$ cat src/rtl/mdu_pkg.sv
// Shared definitions for the MIPS multiply/divide sequencer: funct codes,
// FSM states and funct classification helpers.
package mdu_pkg;

    localparam int MDU_WIDTH = 32;

    localparam logic [5:0] F_MFHI  = 6'h10;
    localparam logic [5:0] F_MTHI  = 6'h11;
    localparam logic [5:0] F_MFLO  = 6'h12;
    localparam logic [5:0] F_MTLO  = 6'h13;
    localparam logic [5:0] F_MULT  = 6'h18;
    localparam logic [5:0] F_MULTU = 6'h19;
    localparam logic [5:0] F_DIV   = 6'h1A;
    localparam logic [5:0] F_DIVU  = 6'h1B;

    typedef enum logic [1:0] {
        IDLE  = 2'd0,
        RUN   = 2'd1,
        FIXUP = 2'd2
    } mdu_state_t;

    function automatic logic is_muldiv(input logic [5:0] f);
        return f inside {F_MULT, F_MULTU, F_DIV, F_DIVU};
    endfunction

    // Anything that touches HI/LO or needs the unit must wait while it is busy.
    function automatic logic is_mdu_funct(input logic [5:0] f);
        return is_muldiv(f) || (f inside {F_MFHI, F_MTHI, F_MFLO, F_MTLO});
    endfunction

endpackage

$ cat src/rtl/mdu_sequencer_if.sv
// Pipeline-to-MDU signal bundle: ID/EX request, IF/ID lookahead, HI/LO and status back.
interface mdu_sequencer_if #(parameter int WIDTH = 32);

    logic             start;
    logic [5:0]       funct;
    logic [WIDTH-1:0] rs_val;
    logic [WIDTH-1:0] rt_val;
    logic             ifid_rtype;
    logic [5:0]       ifid_funct;
    logic [WIDTH-1:0] hi;
    logic [WIDTH-1:0] lo;
    logic             busy;
    logic             stall_out;
    logic             div_zero;

    modport master (
        output start, funct, rs_val, rt_val, ifid_rtype, ifid_funct,
        input  hi, lo, busy, stall_out, div_zero
    );

    modport slave (
        input  start, funct, rs_val, rt_val, ifid_rtype, ifid_funct,
        output hi, lo, busy, stall_out, div_zero
    );

endinterface

$ cat src/rtl/mdu_step.sv
// One combinational iteration of the shift-add multiplier / restoring divider
// over a shared 2*WIDTH accumulator ({partial, multiplier} or {remainder, quotient}).
module mdu_step
    import mdu_pkg::*;
#(
    parameter int WIDTH = MDU_WIDTH
) (
    input  logic               i_is_div,
    input  logic [2*WIDTH-1:0] i_acc,
    input  logic [WIDTH-1:0]   i_opnd,
    output logic [2*WIDTH-1:0] o_acc
);

    logic [WIDTH:0] w_mul_sum;
    logic [WIDTH:0] w_rem_sh;
    logic [WIDTH:0] w_rem_diff;

    always_comb begin
        w_mul_sum = {1'b0, i_acc[2*WIDTH-1:WIDTH]};
        if (i_acc[0]) begin
            w_mul_sum = w_mul_sum + {1'b0, i_opnd};
        end
        w_rem_sh   = i_acc[2*WIDTH-1:WIDTH-1];
        w_rem_diff = w_rem_sh - {1'b0, i_opnd};
        // The top bit of the difference is the borrow: set means the divisor did not fit.
        if (i_is_div) begin
            if (!w_rem_diff[WIDTH]) begin
                o_acc = {w_rem_diff[WIDTH-1:0], i_acc[WIDTH-2:0], 1'b1};
            end else begin
                o_acc = {w_rem_sh[WIDTH-1:0], i_acc[WIDTH-2:0], 1'b0};
            end
        end else begin
            o_acc = {w_mul_sum, i_acc[WIDTH-1:1]};
        end
    end

endmodule

$ cat src/rtl/mdu_sequencer.sv
// Multi-cycle MULT/MULTU/DIV/DIVU sequencer owning HI/LO, with single-cycle
// MTHI/MTLO and a stall into the pipeline interlock while an operation runs.
module mdu_sequencer
    import mdu_pkg::*;
#(
    parameter int WIDTH = MDU_WIDTH
) (
    input logic          clock,
    input logic          reset,
    mdu_sequencer_if.slave bus
);

    localparam int CW = $clog2(WIDTH) + 1;

    mdu_state_t         r_state;
    logic [WIDTH-1:0]   r_hi;
    logic [WIDTH-1:0]   r_lo;
    logic               r_busy;
    logic               r_div_zero;
    logic [CW-1:0]      r_cnt;
    logic [2*WIDTH-1:0] r_acc;
    logic [WIDTH-1:0]   r_opnd;
    logic               r_is_div;
    logic               r_neg_res;
    logic               r_neg_rem;

    logic               w_is_div;
    logic               w_signed;
    logic [WIDTH-1:0]   w_mag_a;
    logic [WIDTH-1:0]   w_mag_b;
    logic [2*WIDTH-1:0] w_step_acc;
    logic [2*WIDTH-1:0] w_prod;
    logic [WIDTH-1:0]   w_fix_hi;
    logic [WIDTH-1:0]   w_fix_lo;

    mdu_step #(.WIDTH(WIDTH)) u_step (
        .i_is_div (r_is_div),
        .i_acc    (r_acc),
        .i_opnd   (r_opnd),
        .o_acc    (w_step_acc)
    );

    // funct[1] selects divide, funct[0] selects the unsigned variant.
    always_comb begin
        w_is_div = bus.funct[1];
        w_signed = !bus.funct[0];
        w_mag_a  = (w_signed && bus.rs_val[WIDTH-1]) ? -bus.rs_val : bus.rs_val;
        w_mag_b  = (w_signed && bus.rt_val[WIDTH-1]) ? -bus.rt_val : bus.rt_val;
    end

    always_comb begin
        w_prod   = r_neg_res ? -r_acc : r_acc;
        w_fix_hi = w_prod[2*WIDTH-1:WIDTH];
        w_fix_lo = w_prod[WIDTH-1:0];
        if (r_is_div) begin
            w_fix_lo = r_neg_res ? -r_acc[WIDTH-1:0] : r_acc[WIDTH-1:0];
            w_fix_hi = r_neg_rem ? -r_acc[2*WIDTH-1:WIDTH] : r_acc[2*WIDTH-1:WIDTH];
        end
    end

    always_ff @(posedge clock or posedge reset) begin
        if (reset) begin
            r_state    <= IDLE;
            r_hi       <= '0;
            r_lo       <= '0;
            r_busy     <= 1'b0;
            r_div_zero <= 1'b0;
            r_cnt      <= '0;
            r_acc      <= '0;
            r_opnd     <= '0;
            r_is_div   <= 1'b0;
            r_neg_res  <= 1'b0;
            r_neg_rem  <= 1'b0;
        end else begin
            r_div_zero <= 1'b0;
            case (r_state)
                IDLE: begin
                    if (bus.start) begin
                        if (bus.funct == F_MTHI) begin
                            r_hi <= bus.rs_val;
                        end else if (bus.funct == F_MTLO) begin
                            r_lo <= bus.rs_val;
                        end else if (is_muldiv(bus.funct)) begin
                            if (w_is_div && (bus.rt_val == '0)) begin
                                r_div_zero <= 1'b1;
                            end else begin
                                r_acc     <= {{WIDTH{1'b0}}, (w_is_div ? w_mag_a : w_mag_b)};
                                r_opnd    <= w_is_div ? w_mag_b : w_mag_a;
                                r_is_div  <= w_is_div;
                                r_neg_res <= w_signed && (bus.rs_val[WIDTH-1] ^ bus.rt_val[WIDTH-1]);
                                r_neg_rem <= w_signed && bus.rs_val[WIDTH-1];
                                r_cnt     <= '0;
                                r_busy    <= 1'b1;
                                r_state   <= RUN;
                            end
                        end
                    end
                end
                RUN: begin
                    r_acc <= w_step_acc;
                    r_cnt <= r_cnt + CW'(1);
                    if (r_cnt == CW'(WIDTH - 1)) begin
                        r_state <= FIXUP;
                    end
                end
                FIXUP: begin
                    r_hi    <= w_fix_hi;
                    r_lo    <= w_fix_lo;
                    r_busy  <= 1'b0;
                    r_state <= IDLE;
                end
                default: begin
                    r_state <= IDLE;
                end
            endcase
        end
    end

    assign bus.hi        = r_hi;
    assign bus.lo        = r_lo;
    assign bus.busy      = r_busy;
    assign bus.div_zero  = r_div_zero;
    assign bus.stall_out = r_busy && bus.ifid_rtype && is_mdu_funct(bus.ifid_funct);

endmodule

$ cat src/flat_wrapper.sv
// flat-port wrapper written by rule: the top's interface ports become plain ports
module mdu_sequencer_flat import mdu_pkg::*;
#(
    parameter int WIDTH = MDU_WIDTH
)
  (clock, reset, bus_start, bus_funct, bus_rs_val, bus_rt_val, bus_ifid_rtype, bus_ifid_funct, bus_hi, bus_lo, bus_busy, bus_stall_out, bus_div_zero);
  mdu_sequencer_if #(.WIDTH(WIDTH)) bus_i ();
  input logic clock;
  input logic reset;
  input wire logic [$bits(bus_i.start)-1:0] bus_start;
  input wire logic [$bits(bus_i.funct)-1:0] bus_funct;
  input wire logic [$bits(bus_i.rs_val)-1:0] bus_rs_val;
  input wire logic [$bits(bus_i.rt_val)-1:0] bus_rt_val;
  input wire logic [$bits(bus_i.ifid_rtype)-1:0] bus_ifid_rtype;
  input wire logic [$bits(bus_i.ifid_funct)-1:0] bus_ifid_funct;
  output wire logic [$bits(bus_i.hi)-1:0] bus_hi;
  output wire logic [$bits(bus_i.lo)-1:0] bus_lo;
  output wire logic [$bits(bus_i.busy)-1:0] bus_busy;
  output wire logic [$bits(bus_i.stall_out)-1:0] bus_stall_out;
  output wire logic [$bits(bus_i.div_zero)-1:0] bus_div_zero;
  assign bus_i.start = bus_start;
  assign bus_i.funct = bus_funct;
  assign bus_i.rs_val = bus_rs_val;
  assign bus_i.rt_val = bus_rt_val;
  assign bus_i.ifid_rtype = bus_ifid_rtype;
  assign bus_i.ifid_funct = bus_ifid_funct;
  assign bus_hi = bus_i.hi;
  assign bus_lo = bus_i.lo;
  assign bus_busy = bus_i.busy;
  assign bus_stall_out = bus_i.stall_out;
  assign bus_div_zero = bus_i.div_zero;
  mdu_sequencer #(.WIDTH(WIDTH)) u_core (.clock(clock), .reset(reset), .bus(bus_i));
endmodule
$ cat config.mk
export PLATFORM = sky130hd
export DESIGN_NAME = mdu_sequencer_flat
export DESIGN_NICKNAME = d
export VERILOG_FILES = /design/src/rtl/mdu_pkg.sv /design/src/rtl/mdu_sequencer_if.sv /design/src/rtl/mdu_step.sv /design/src/rtl/mdu_sequencer.sv /design/src/flat_wrapper.sv
export SDC_FILE = /design/constraint.sdc
export NUM_CORES = 1
export LEC_CHECK = 0
export ABC_CLOCK_PERIOD_IN_PS = 6600
export CAP_MARGIN = 20
export CORE_MARGIN = 1.5
export CORE_UTILIZATION = 45
export CTS_CLUSTER_DIAMETER = 40
export DETAILED_ROUTE_END_ITERATION = 10
export GPL_ROUTABILITY_DRIVEN = 0
export PLACE_DENSITY = 0.64
export RECOVER_POWER = 25
export SLEW_MARGIN = 20
export SYNTH_ARGS = -nofsm -noshare
export SYNTH_HDL_FRONTEND = slang
export SYNTH_SLANG_ARGS = --single-unit
$ cat constraint.sdc
create_clock -name clock -period 6.6 [get_ports clock]
set_input_delay 1.32 -clock clock [delete_from_list [all_inputs] [get_ports clock]]
set_output_delay 1.32 -clock clock [all_outputs]
set_load 0.02 [all_outputs]
* Yosys cells after proc, flatten, opt, wreduce, memory -nomap -nowiden
Index checks and enable logic that the tools add are counted.
Storage, ports and cells: bits in writable memories 0, bits in latches 0, memories 0, input port bits 80, ROM bits 0, word-level logic and storage cells 119, bits in registers 173, output and inout port bits 67
Operators by class: equality and inequality tests 25, order comparisons 0, $add $sub $neg 8, shifts and indexed selects 0, multiply operators 0, reduce and logical (&&, ||, !) cells 21, div/mod/pow operators 0, bitwise logic cells 4, multiplexer cells 50
Operator list (number):
- two-way mux 64 bit | 8
- two-way mux 32 bit | 13
- negation 32 bit | 4
- one-hot mux 32 bit (2 select lines) | 2
- one-hot mux 64 bit (2 select lines) | 1
- equality test 6 x 5 -> 1 bit (second input constant) | 15
- negation 64 bit | 1
- adder 32 x 32 -> 33 bit | 1
- two-way mux 33 bit | 1
- subtractor 33 x 32 -> 33 bit | 1
- zero test 32 bit | 1
- two-way mux 6 bit | 5
- AND reduction 6 bit | 4
- two-way mux 2 bit | 6
- one-hot mux 6 bit (2 select lines) | 1
- nonzero test 4 bit | 3
- two-way mux 1 bit | 11
- inequality test 2 x 1 -> 1 bit (second input constant) | 4
- inequality test 2 bit (second input constant) | 4
- adder 6 x 1 -> 6 bit (second input constant) | 1
- logical AND 1 bit | 6
- one-hot mux 2 bit (2 select lines) | 1
- AND reduction 4 bit | 1
- nonzero test 2 bit | 2
- other kinds (9) | 11

* Logic depth before layout (Yosys ltp)
Gate-level depths: netlist of run 1.
depth after elaboration 10, depth in mapped cells 15, mapped depth without buffers 13

* Cells and area by module
From an unflattened synthesis of run 1, not the netlist that was laid out.
Unflattened totals: cell total of the unflattened synthesis 1965, area, all modules 15872.7 µm²
Modules (own cells, without submodules):
- mdu_sequencer | seq. area each 4329.2 µm², area each 11031.8 µm², cells each 1281, instances 1
- mdu_step | seq. area each 0.0 µm², area each 4840.9 µm², cells each 684, instances 1

* Worst setup path before layout of run 1
Ideal clock, no wire load.
kind input-to-reg, start point input port bus_rs_val[8], end point register u_core.r_opnd[29], setup time 0.135 ns, setup slack 2.887 ns, arrival 3.579 ns, cell stages on the path 10, path buffers 0, required time 6.465 ns, cell sequence or4_1 or3_4 nor2_4 nand3_1 or4_1 o41ai_2 xor2_1 nor2_1 a21oi_1 o21ai_0
On the way: word-level cells in the longest chain between the ends 3
Ends and longest elaborated chain:
- start: declaration | RTL line flat_wrapper.sv:12 | input wire logic [$bits(bus_i.rs_val)-1:0] bus_rs_val;
- negation 32 bit | RTL line mdu_sequencer.sv:47 | w_mag_a = (w_signed && bus.rs_val[WIDTH-1]) ? -bus.rs_val : bus.rs_val;
- two-way mux 32 bit | RTL line mdu_sequencer.sv:47
- two-way mux 32 bit | RTL line mdu_sequencer.sv:88 | r_opnd <= w_is_div ? w_mag_b : w_mag_a;
- end signal: assignment | RTL line mdu_sequencer.sv:88
- end: declaration | RTL line mdu_sequencer.sv:22 | logic [WIDTH-1:0] r_opnd;
No other way between the ends. A chain may end at the register's enable or synchronous reset.

* Final worst setup path of run 1
start point input port bus_rt_val[6], end point register u_core.r_acc[13]
On the way: word-level cells in the longest chain between the ends 9, elaborated cells between the ends (all ways) 13, classes of those cells add/sub: 1; eq/ne: 1; mux: 8; reduce/logical: 3
Ends and longest elaborated chain:
- start: declaration | RTL line flat_wrapper.sv:13 | input wire logic [$bits(bus_i.rt_val)-1:0] bus_rt_val;
- negation 32 bit | RTL line mdu_sequencer.sv:48 | w_mag_b = (w_signed && bus.rt_val[WIDTH-1]) ? -bus.rt_val : bus.rt_val;
- two-way mux 32 bit | RTL line mdu_sequencer.sv:48
- two-way mux 32 bit | RTL line mdu_sequencer.sv:87 | r_acc <= {{WIDTH{1'b0}}, (w_is_div ? w_mag_a : w_mag_b)};
- two-way mux 64 bit | RTL line mdu_sequencer.sv:84 | if (w_is_div && (bus.rt_val == '0)) begin
- two-way mux 64 bit | RTL line mdu_sequencer.sv:83 | end else if (is_muldiv(bus.funct)) begin
- two-way mux 64 bit | RTL line mdu_sequencer.sv:81 | end else if (bus.funct == F_MTLO) begin
- two-way mux 64 bit | RTL line mdu_sequencer.sv:79 | if (bus.funct == F_MTHI) begin
- two-way mux 64 bit | RTL line mdu_sequencer.sv:78 | if (bus.start) begin
- one-hot mux 64 bit (2 select lines) | RTL line mdu_sequencer.sv:76 | case (r_state)
- end signal: assignment | RTL line mdu_sequencer.sv:87
- end signal: assignment | RTL line mdu_sequencer.sv:100 | r_acc <= w_step_acc;
- end: declaration | RTL line mdu_sequencer.sv:21 | logic [2*WIDTH-1:0] r_acc;
Parallel ways exist; a longest one is shown, timed or not. The select of a mux whose other input is x is not followed.

==> results of run 1 <==
==> cell type report <==
cell class / instances / share of cell area
Clock inverter: 11 / 0.0111
Tap cell: 442 / 0.0322
Clock buffer: 20 / 0.0260
Multi-Input combinational cell: 1567 / 0.573
Sequential cell: 173 / 0.252
Inverter: 59 / 0.0130
Timing Repair Buffer: 162 / 0.0919
==> flip-flops by register name (all words and copies together) (netlist names) <==
signal / count
u_core.r_cnt: 6
u_core.r_opnd: 32
u_core.r_state: 2
u_core.r_acc: 64
u_core.bus.lo: 32
u_core.bus.busy: 1
u_core.bus.div_zero: 1
u_core.bus.hi: 32
u_core.r_neg_rem: 1
u_core.r_is_div: 1
u_core.r_neg_res: 1
==> cell usage after synthesis, types with 5 or more instances <==
cell type and count:
or4_1 12, o21a_1 14, o211ai_1 14, a311oi_1 5, a211oi_1 17, xnor2_1 81
or3_1 15, clkbuf_1 108, and3_1 6, nor2_1 208, o41ai_1 11, buf_2 10
or4_4 6, xor2_1 85, a21oi_1 189, nand4_1 7, buf_1 5, a22oi_1 5
o31a_1 5, o31ai_1 40, nor2b_1 18, o21bai_1 9, inv_1 56, a21o_1 30
and2_1 9, nand2b_1 15, a221oi_1 9, a31oi_1 16, dfrtp_1 173, o21ai_0 196
ha_1 69, nand3_1 20, nand2_1 240, nor3_1 28, o221ai_1 23, mux2i_1 59
o21ai_1 9, nor4_1 14, o22ai_1 7
==> logic make-up after synthesis <==
| group | after synthesis |
|---|---|
| AO/OA/AOI/OAI | 637 |
| multiplexers | 61 |
| AND/OR/NAND/NOR | 632 |
| flip-flops | 173 |
| adder cells (fa/ha/maj) | 71 |
| buffers and inverters | 185 |
| XOR/XNOR | 166 |
==> critical path: stages <==
cell	delay, ps
clkdlybuf4s50_1	460
or4_1	590
nor3_2	210
nand2_1	100
nor4_1	190
nand2_1	160
nor4_1	340
or3_2	190
buf_4	350
nand2b_1	560
buf_4	380
o221ai_1	170
==> worst paths after layout <==
check	to	startpoint
setup / recovery	u_core.r_acc[13]	bus_rt_val[6]
hold / removal	u_core.bus.lo[12]	u_core.bus.lo[12]
max in group asynchronous	u_core.r_acc[0]	reset
setup reg to reg	u_core.r_acc[49]	u_core.r_acc[32]
min in group asynchronous	u_core.bus.hi[12]	reset
hold reg to reg	u_core.bus.lo[12]	u_core.bus.lo[12]
==> stage by stage <==
stage / setup slack, ps / instance area (um2) / util
after global routing: 1400 / 17200 / 0.528
after global placement: 1480 / 16500 / 0.508
final: 1850 / 17200 / 0.528
after detailed placement: 1450 / 16500 / 0.508
after floorplan: 592 / 14900 / -
after CTS: 1890 / 17200 / 0.528
==> report_power, final <==
part	switching, mW	total [mW]	internal (mW)
Combinational	3.53	6.05	2.52
Sequential	0.752	2.23	1.48
Clock	0.448	1.13	0.680
==> layer usage <==
| metal | GRT usage | vias up | part of all wire |
|---|---|---|---|
| met4 | 0.0976 | 4 | 0.029 |
| met1 | 0.436 | 7092 | 0.45 |
| met5 | 0.0207 | - | 0.0020 |
| met3 | 0.0661 | 100 | 0.082 |
| met2 | 0.473 | 654 | 0.44 |
| li1 | - | 6998 | - |
==> cells in the final DEF, fill, tap and decap left out, types with 9 or more instances in the layout <==
cell,Yosys,routed
or3_1,15,14
mux2i_1,59,59
a221oi_1,9,9
nor4_1,14,14
xnor2_1,81,81
inv_1,56,55
or4_1,12,12
and2_1,9,9
o21bai_1,9,9
nor2_1,208,206
a211oi_1,17,17
buf_4,0,17
o41ai_1,11,11
ha_1,69,69
a31oi_1,16,16
xor2_1,85,85
a21oi_1,189,189
o31ai_1,40,40
o21ai_1,9,9
o221ai_1,23,23
nor2b_1,18,16
a21o_1,30,30
nand2b_1,15,13
nand3_1,20,20
clkbuf_16,0,17
nand2_1,240,239
o211ai_1,14,14
nor3_1,28,28
clkdlybuf4s50_1,0,141
dfrtp_1,173,171
o21a_1,14,14
o21ai_0,196,196
==> metrics.csv, run 1 <==
metric,value,unit
run status,"finished, violations left",
largest net degree at the start of global routing,102,
placeable core area,32500,um2
total negative setup slack,0,ps
area of the die,34200,um2
number of buffers between clock root and the deepest sink,2,
combinational family with the most area after synthesis,compound AO/OA/AOI/OAI gates,
sequential cell area,4330,um2
synthesis-stage register bit count,173,
aggregate routed wire length,52500,um
main flop type after synthesis,dfrtp_1,
first drt pass iteration count,6,
share of layout cells above drive strength 1,0.0502,
worst IR drop on VDD,276,uV
CTS tree,yes,
cts hold-fix bufs,0,
Initial DRC Count,1458,
number of nets in the layout,2131,
number of cells traversed by the worst register-to-register path,13,
gate count after technology mapping,1925,
first-pass GRT wire length,80600,um
Worst Path Required,6880,ps
xor and xnor fraction of the mapped netlist area,0.0977,
number of cells after detailed placement,2403,
flop-to-flop setup slack,2410,ps
Ports,147,
crit path max fanout,34,
most area-hungry cell type in the Yosys netlist,dfrtp_1,
total congestion overflow after global routing,0,
Worst Hold Margin,478,ps
area added between synthesis and finish,15.4,%
sequential area share after synthesis,0.291,
number of warnings printed during yosys synthesis,0,
critical path arrival,5030,ps
post-layout instance count excluding filler cells,2434,
Setup crit end kind,flop,
area taken by multi-input logic gates,9850,um2
adder and majority cell fraction of the synthesized area,0.0607,
Max-Cap Viols,1,
class of the most critical setup path,in2reg,
clock tree sinks,173,
fraction of registers with async set/reset,1.00,
Worst setup SP type,primary input,
routed wirelength normalized by instance count,21.6,um
number of unique standard cell types used by synthesis,81,
post-cts resize count,0,
total global-route track usage,0.311,
DIE WIDTH,185,um
areal power density over the cells,548,nW/um2
post-synthesis mux area share,0.0412,
via count normalized by instance count,6.10,
Clock transition at path regs,70,ps
starting density of the core,0.457,
Cell Rows,66,
max-slew violation count,84,
main area contributors after synthesis,"dfrtp_1 (29%), o21ai_0 (6.6%), a21oi_1 (6.4%), nand2_1 (6.1%), ha_1 (5.8%)",
number of hold-slack violations in the final timing report,0,
layout filler cell count,3145,
vias after detailed routing,14800,
vertical extent of the die,185,um
level count of the clock H-tree,4,
Worst slew margin,-1.60,
number of enable flip-flop cells after synthesis,0,
post-synthesis instance area,14900,um2
maximum clock skew at final layout,10.4,ps
total power,9.41,mW
syn nets,2076,
fraction of synthesized cell area taken by the top area cell type,0.291,
Fmax achieved,210,MHz
simple-gate share of the synthesized area,0.197,
Post-CTS Repair Setup Buffers,0,
latest clock arrival within the worst-skew pair,440,ps
unrepaired setup endpoints after global routing,no,
final-report setup violation count,0,
failing checks,"max-capacitance violations, max-slew violations",
Tcrit/Tclk final,0.720,
Hold Path Depth,1,
CTS root buf,clkbuf_16,
number of port buffers,143,
"synthesized-area fraction occupied by ao, oa, aoi and oai cells",0.263,
vias in the first global route,13500,
post-synthesis average cell area,7.73,um2
transition time of the tightest slew-check pin,3880,ps
min cycle time layout,4750,ps
drc violations,0,
Antenna Violating Nets Remaining,0,
total CTS buffers,17,
initial antenna violation count,1,
antenna diode count,0,
leakage dissipation,7.01,nW
Post-DP HPWL,40300,um
Hold Crit Class,reg2reg,
Note: power is estimated with default switching activity, not from simulation.
==> inputs of run 2 (changes only) <==
--- a/config.mk
+++ b/config.mk
@@ -5,7 +5,7 @@
 export SDC_FILE = /design/constraint.sdc
 export NUM_CORES = 1
 export LEC_CHECK = 0
-export ABC_CLOCK_PERIOD_IN_PS = 6600
+export ABC_CLOCK_PERIOD_IN_PS = 4450
 export CAP_MARGIN = 20
 export CORE_MARGIN = 1.5
 export CORE_UTILIZATION = 45
==> constraint.sdc (replaced) <==
create_clock -name clock -period 4.45 [get_ports clock]
set_input_delay 0.89 -clock clock [delete_from_list [all_inputs] [get_ports clock]]
set_output_delay 0.89 -clock clock [all_outputs]
set_load 0.02 [all_outputs]
==> run 2 against run 1 <==
Global-route usage up 0.92 points. Critical path type unchanged. Wire length up 4.0%. Register-to-register slack worse by 1900 ps. The flow still finishes with violations (max-capacitance violations, max-slew violations). Worst setup slack worse by 1700 ps. Critical endpoint is now u_core.r_opnd[29]. Non-clock buffer count up 43.
==> metrics.csv, run 2 (synthesis gave the netlist of run 1 again) <==
metric,value,unit,change
class of the most critical setup path,in2reg,,unchanged
Hold Crit Class,reg2reg,,unchanged
critical path arrival,4580,ps,was 5030 ps
Worst Path Required,4780,ps,was 6880 ps
CTS tree,yes,,unchanged
first-pass GRT wire length,83000,um,was 80600 um
run status,"finished, violations left",,unchanged
aggregate routed wire length,54600,um,was 52500 um
failing checks,"max-capacitance violations, max-slew violations",,unchanged
placeable core area,32500,um2,unchanged
clock tree sinks,173,,unchanged
Cell Rows,66,,unchanged
drc violations,0,,unchanged
number of nets in the layout,2174,,was 2131
Antenna Violating Nets Remaining,0,,unchanged
most frequent cells in the layout,"nand2_1 (240), nor2_1 (206), o21ai_0 (196)",,"was nand2_1 (239), nor2_1 (206), o21ai_0 (196)"
leakage dissipation,7.20,nW,was 7.01 nW
max-slew violation count,96,,was 84
worst setup slack after placement,-462,ps,was 1450 ps
number of buffers between clock root and the deepest sink,2,,unchanged
number of flip-flops under the largest register name,64,,unchanged
total global-route track usage,0.320,,was 0.311
areal power density over the cells,811,nW/um2,was 548 nW/um2
maximum clock skew at final layout,17.1,ps,was 10.4 ps
Worst setup SP type,primary input,,unchanged
final cell utilization of the core,0.537,,was 0.528
final cell area excluding filler cells,17500,um2,was 17200 um2
largest net degree at the start of global routing,102,,unchanged
transition time of the tightest slew-check pin,1770,ps,was 3880 ps
unrepaired setup endpoints after global routing,no,,unchanged
CTS root buf,clkbuf_16,,unchanged
starting density of the core,0.457,,unchanged
Initial DRC Count,1612,,was 1458
crit path max fanout,4,,was 34
min cycle time layout,4260,ps,
Worst Hold Margin,476,ps,was 478 ps
total power,14.2,mW,was 9.41 mW
vertical extent of the die,185,um,unchanged
via count normalized by instance count,6.13,,was 6.10
vias after detailed routing,15200,,was 14800
total congestion overflow after global routing,0,,unchanged
number of hold-slack violations in the final timing report,0,,unchanged
total CTS buffers,17,,unchanged
post-layout worst setup margin,193,ps,was 1850 ps
"most common cell after layout, fill and taps aside",nand2_1,,unchanged
DIE WIDTH,185,um,unchanged
initial antenna violation count,1,,unchanged
largest reg by FF count,u_core.r_acc,,unchanged
Clock transition at path regs,80,ps,was 70 ps
share of layout cells above drive strength 1,0.0712,,was 0.0502
vias in the first global route,13800,,was 13500
Fmax achieved,235,MHz,
routed wirelength normalized by instance count,22.0,um,was 21.6 um
area added between synthesis and finish,17.4,%,was 15.4%
worst IR drop on VDD,369,uV,was 276 uV
placed inst area,16900,um2,was 16500 um2
Max-Cap Viols,2,,was 1
Tcrit/Tclk final,0.957,,
Post-DP HPWL,42300,um,was 40300 um
area of the die,34200,um2,unchanged
level count of the clock H-tree,4,,unchanged
Setup crit end kind,flop,,unchanged
latest clock arrival within the worst-skew pair,450,ps,was 440 ps
first drt pass iteration count,6,,unchanged
Ports,147,,unchanged
number of port buffers,143,,unchanged
final-report setup violation count,0,,unchanged
Worst slew margin,-0.184,,was -1.60
run 2: changes by cell type in the layout (fill, tap and decap cells not counted), sizes merged:
cell	previous run	this run
buf	19	61
inv	55	60
bufinv	5	2
clkinv	9	7
clkinvlp	1	3
diode	0	1
run 2: worst max-delay path: stages:
cell	delay [ps]
clkdlybuf4s50_1	560
nor3_1	590
nand2b_1	340
nor4_2	540
nand3_1	250
or4_1	520
o41ai_2	300
xor2_1	300
nor2_1	70
a21oi_1	130
o21ai_0	90
run 2: cell type report:
class	count	area, um2
fill	3120	15100
multi-input combinational	1567	9850
sequential	173	4330
timing repair buffer	205	1910
tap	442	553
clock buffer	19	443
inverter	59	223
clock inverter	13	155
antenna	1	2.50
run 2: metrics by stage:
stage | std cells | TNS [ps]
floorplan | 1925 | 0
global placement | 2446 | -3330
detailed placement | 2446 | -4400
CTS | 2478 | 0
global route | 2478 | 0
finish | 2479 | 0
run 2: worst paths after layout:
path / end / cells after the start / slack (ps) / start
worst max-delay path: u_core.r_opnd[29] / 11 / 190 / bus_rs_val[12]
worst min-delay path: u_core.bus.lo[4] / 1 / 480 / u_core.bus.lo[4]
worst max register to register: u_core.r_acc[60] / 11 / 480 / u_core.r_acc[33]
worst min register to register: u_core.bus.lo[4] / 1 / 480 / u_core.bus.lo[4]
max in group asynchronous: u_core.r_opnd[12] / 3 / 950 / reset
min in group asynchronous: u_core.bus.hi[13] / 2 / 1310 / reset
run 2: what timing repair did:
action | CTS | global route
endpoints found under the setup margin | 0 | 4
hold buffers | 0 | 0
resized for setup | 0 | 1
setup buffers | 0 | 0
run 2: where the power goes:
group | internal (mW) | total, mW | switching [mW]
combinational | 3.90 | 9.49 | 5.59
clock | 0.858 | 1.58 | 0.726
sequential | 2.20 | 3.09 | 0.889
total | 6.96 | 14.2 | 7.20
run 2: layer usage:
| metal | global-route usage | part of all wire | vias to the layer above |
|---|---|---|---|
| li1 | - | - | 7085 |
| met1 | 0.452 | 0.44 | 7325 |
| met2 | 0.498 | 0.45 | 716 |
| met3 | 0.0629 | 0.092 | 72 |
| met4 | 0.0833 | 0.020 | 0 |
| met5 | 0 | 0 | - |
==> RTL edit 1: new RTL, config.mk and constraints of run 2 <==
Make the reset (`reset`) synchronous in one clocked block.
--- a/src/rtl/mdu_sequencer.sv
+++ b/src/rtl/mdu_sequencer.sv
@@ -59,5 +59,5 @@
     end
 
-    always_ff @(posedge clock or posedge reset) begin
+    always_ff @(posedge clock) begin
         if (reset) begin
             r_state    <= IDLE;
Function: differs if reset is asserted again (counterexample within 4 cycles, from zero or initial values and one cycle with reset high); with reset held inactive, the same outputs for 4 cycles.
==> RTL edit 1 against run 2 <==
  * Hold slack worse by 0.0046 ns
  * Register-to-register slack gained 0.10 ns
  * Setup slack gained 0.39 ns
  * Die area increased by 3.0%
  * Critical path depth up 2
  * Cell area is 3.5% higher
  * Global-route usage grew 0.60 points
  * Sequential share of layout area is 5.6 points lower
  * Routed wire length is 7.5% higher
  * Sequential cell count unchanged
  * Area after synthesis increased by 3.1%
Power is left out: it rests on default switching activity, and per cell area and clock period it moved more than threefold.
==> RTL edit 1: results (changes against run 2) <==
----------------------------------------------------
[Outcome]
  Status ... finished clean (was finished with violations)

[Synthesis]
  Number of distinct library cells after synthesis ... 77 (was 81)
  Top cells by count, synth ... sky130_fd_sc_hd__nor2_1 (287), sky130_fd_sc_hd__a21oi_1 (191), sky130_fd_sc_hd__nand2_1 (174) (was sky130_fd_sc_hd__nand2_1 (240), sky130_fd_sc_hd__nor2_1 (208), sky130_fd_sc_hd__o21ai_0 (196))
  Avg Cell Area, Syn ... 7.266 um^2 (was 7.732 um^2)
  Top flip-flop cell by instance count after synthesis ... sky130_fd_sc_hd__dfxtp_1 (was sky130_fd_sc_hd__dfrtp_1)
  Total nets after synthesis ... 2,262 (was 2,076)
  Part of the Yosys area used for sequential elements ... 0.2258 (was 0.2909)

[Route]
  Number of vias per cell after detailed routing ... 6.269 (was 6.131)
  Total wire length ... 58,740 um (was 54,620 um)
  Violation count after the first detailed-route iteration ... 1,841 (was 1,612)
  TritonRoute pass-1 iters ... 8 (was 6)

[Cells and area]
  Fraction of final layout cells with drive strength greater than 1 ... 0.07124 (was 0.07122)
  Total of fill cells in the finished design ... 3,354 (was 3,120)
  Antenna cells ... 0 (was 1)
  Net count reported at finish ... 2,357 (was 2,174)
  Number of standard cells in the layout, taps in and fillers out ... 2,666 (was 2,479)

[Timing]
  Worst clock skew ... 0.01384 ns (was 0.01712 ns)

[Setup path]
  Top cell family by delay on the critical path ... compound AO/OA/AOI/OAI gates (was simple AND/OR/NAND/NOR gates)
  Largest driver fanout on the critical path ... 7 (was 4)
  Worst r2r path cells ... 13 (was 11)
  Cell with the largest stage delay on the worst path ... sky130_fd_sc_hd__o31ai_1 (was sky130_fd_sc_hd__nor3_1)
  Signal arrival time at the worst endpoint ... 4.22 ns (was 4.58 ns)

[Global route]
  Vias in the first global route ... 15,170 (was 13,790)
  GRT Total Usage ... 0.3259 (was 0.3199)
  Largest net degree at the start of global routing ... 78 (was 102)

[Min path]
  Worst Hold Path Cells ... 2 (was 1)

[Place]
  Detailed placement HPWL ... 44,750 um (was 42,270 um)
  Placed Cells ... 2,635 (was 2,446)
  Post-place setup slack ... 0.3602 ns (was -0.4623 ns)

----------------------------------------------------
## RTL edit 1: cell types whose count changed after synthesis, sizes merged, moves of 18 or more
cell    before  now
dfrtp      173    0
dfxtp        0  173
nor2       210  287
o21ai      205  133
nand2      241  174
a211oi      17   83
mux2i       59  107
o211ai      14   37
clkbuf     109  131
nor3        29   49
o221ai      23    5
## RTL edit 1: cells by family after synthesis
logic type      Yosys count  synth area share
simple gates            703            0.2110
flops                   173            0.2258
fa+ha+maj                71           0.05890
buf+inv                 222           0.05580
compound gates          655            0.2747
xor+xnor                173           0.09879
mux                     114           0.07497
## RTL edit 1: worst paths after layout
kind,from,endpoint,slack [ns]
setup / recovery,u_core.r_acc[32]$_SDFFE_PP0P_,u_core.r_acc[57]$_SDFFE_PP0P_,0.58
hold / removal,u_core.bus.lo[30]$_SDFFE_PP0P_,u_core.bus.lo[30]$_SDFFE_PP0P_,0.47
setup reg to reg,u_core.r_acc[32]$_SDFFE_PP0P_,u_core.r_acc[57]$_SDFFE_PP0P_,0.58
hold reg to reg,u_core.bus.lo[30]$_SDFFE_PP0P_,u_core.bus.lo[30]$_SDFFE_PP0P_,0.47
## RTL edit 1: per-stage QoR
stage	util	hold WS [ns]
floorplan	-	0.4383
global placement	0.5198	0.4555
detailed placement	0.5200	0.4574
CTS	0.5393	0.4670
global route	0.5393	0.4941
finish	0.5393	0.4718
## RTL edit 1: tightest hold or removal path, stage by stage (launching register included)
cell                      delay, ns
sky130_fd_sc_hd__dfxtp_1       0.32
sky130_fd_sc_hd__nand2_1       0.05
sky130_fd_sc_hd__a21oi_1       0.05
## RTL edit 1: per-layer routing
layer	share of wire	global-route usage
met1	0.44	0.4587
met2	0.43	0.4933
met3	0.096	0.06083
met4	0.035	0.1182
met5	0	0
## RTL edit 1: final cells by class
| class | count | area, um^2 | share of cell area |
|---|---|---|---|
| clock inverter | 13 | 196.4 | 0.01086 |
| clock buffer | 18 | 450.4 | 0.02491 |
| sequential | 173 | 3468 | 0.1918 |
| inverter | 67 | 251.5 | 0.01391 |
| timing repair buffer | 231 | 2097 | 0.1160 |
| multi-input combinational | 1716 | 11060 | 0.6116 |
| tap | 448 | 560.5 | 0.03099 |
==> RTL edit 2: new RTL, flow settings as in run 2 <==
Without the edit above. The package constant `MDU_WIDTH` goes from 32 to 16.
--- a/src/rtl/mdu_pkg.sv
+++ b/src/rtl/mdu_pkg.sv
@@ -3,5 +3,5 @@
 package mdu_pkg;
 
-    localparam int MDU_WIDTH = 32;
+    localparam int MDU_WIDTH = 16;
 
     localparam logic [5:0] F_MFHI  = 6'h10;
Ports: changed (resized bus_hi, bus_lo, bus_rs_val and bus_rt_val); port bits go from 147 to 83. No check against the original RTL was run, so the function may have changed too.
==> RTL edit 2 against run 2 <==
  * The flow still finishes with violations (capacitance limit, slew limit)
  * Via count is 54% lower
  * Area after synthesis is 48% lower
  * Sequential cell count is 81 lower
  * First-iteration DRC count is 66% lower
  * Count of clock-buffer cells in the layout is 6 lower
  * Setup slack better by 0.69 ns
  * Cell area is 49% lower
  * Fmax is 19% higher
  * Core utilization is 0.15 points higher
  * Total power is 47% lower
  * Routed wire length is 59% lower
  * Critical path type is now primary input to asynchronous set/reset pin
  * Largest power group unchanged
  * Highest routed layer unchanged
==> RTL edit 2: results (changes against run 2) <==
----------------------------------------------------
[Synthesis]
  Synthesized instance count ... 918 (was 1,925)
  Multiplexer area fraction after synthesis ... 0.1089 (was 0.04119)
  Number of distinct library cells after synthesis ... 73 (was 81)
  Total nets after synthesis ... 1,006 (was 2,076)
  Compound-gate portion of the synthesized area ... 0.2144 (was 0.2634)
  Part of the Yosys area used for sequential elements ... 0.2990 (was 0.2909)

[Setup path]
  Biggest cell delay along the critical path ... 1.40 ns (was 0.59 ns)
  Reg-to-reg endpoint ... u_core.r_acc[20]$_DFFE_PP0P_ (was u_core.r_acc[60]$_DFFE_PP0P_)
  Top cell family by delay on the critical path ... buffers and inverters (was simple AND/OR/NAND/NOR gates)
  Largest driver fanout on the critical path ... 52 (was 4)
  Signal arrival time at the worst endpoint ... 3.85 ns (was 4.58 ns)

[Cells and area]
  Flip-flop count of the largest register after layout ... 32 (was 64)

[Route]
  Vias ... 6,966 (was 15,200)
  Violation count after the first detailed-route iteration ... 542 (was 1,612)
  Number of vias per cell after detailed routing ... 5.824 (was 6.131)
  Length of routed met2 wiring ... 10,190 um (was 24,410 um)

[Place]
  Placement Cell Area ... 8667 um^2 (was 16,890 um^2)
  Post-place setup slack ... 0.4627 ns (was -0.4623 ns)

[Timing]
  Worst clock skew ... 0.005627 ns (was 0.01712 ns)
  Number of max-slew violations in the final report ... 53 (was 96)
  Hold WS ... 0.5020 ns (was 0.4764 ns)

[Power]
  Leak pwr ... 3.725 nW (was 7.198 nW)

[Outcome]
  Status ... finished with violations (unchanged)
  Violations in the final reports ... capacitance limit, slew limit (unchanged)

[Flow run]
  Max-cap violations ... 1 (was 2)

[Min path]
  Launch point of the worst hold path ... u_core.r_cnt[4]$_DFFE_PP0P_ (was u_core.bus.lo[4]$_DFFE_PP0P_)
  Worst Hold Path Cells ... 2 (was 1)

[CTS]
  Number of clock buffers inserted by TritonCTS ... 9 (was 17)

----------------------------------------------------
[RTL edit 2: changes by cell type in the layout (fill, tap and decap cells not counted), moves of 56 or more]
cell                              delta
sky130_fd_sc_hd__clkdlybuf4s50_1    -63
sky130_fd_sc_hd__o21ai_0           -114
sky130_fd_sc_hd__nand2_1           -143
sky130_fd_sc_hd__a21oi_1           -110
sky130_fd_sc_hd__xor2_1             -56
sky130_fd_sc_hd__nor2_1            -133
sky130_fd_sc_hd__dfrtp_1            -79
[RTL edit 2: worst max-delay path by stage]
stage	start	end	slack, ns	depth (start not counted)
final	reset	u_core.r_opnd[6]$_DFFE_PP0P_	0.88	3
after global routing	reset	u_core.r_acc[12]$_DFFE_PP0P_	0.38	3
after CTS	bus_rt_val[0]	u_core.r_opnd[1]$_DFFE_PP0P_	0.84	11
after detailed placement	bus_rt_val[0]	u_core.r_opnd[1]$_DFFE_PP0P_	0.46	11
after global placement	bus_rt_val[0]	u_core.r_opnd[1]$_DFFE_PP0P_	0.52	11
after floorplan	reset	u_core.bus.busy$_DFFE_PP0P_	1.17	1
[RTL edit 2: power breakdown]
part           switching, mW  total (mW)  internal (mW)
Sequential             0.561        1.82           1.26
Combinational           2.66        4.92           2.26
Clock                  0.350       0.803          0.453
[RTL edit 2: final cells by class]
cell class                      instances  share of cell area
Multi-Input combinational cell        736              0.5614
Sequential cell                        92              0.2569
Timing Repair Buffer                   95              0.1022
Tap cell                              220             0.03072
Clock buffer                           13             0.02793
Inverter                               37             0.01564
Clock inverter                          3            0.005167
[RTL edit 2: worst min-delay path: cells and delay by family (launching register included)]
family | cells | cell delay [ns]
AO/OA/AOI/OAI | 1 | 0.07
AND/OR/NAND/NOR | 1 | 0.04
flip-flops | 1 | 0.35
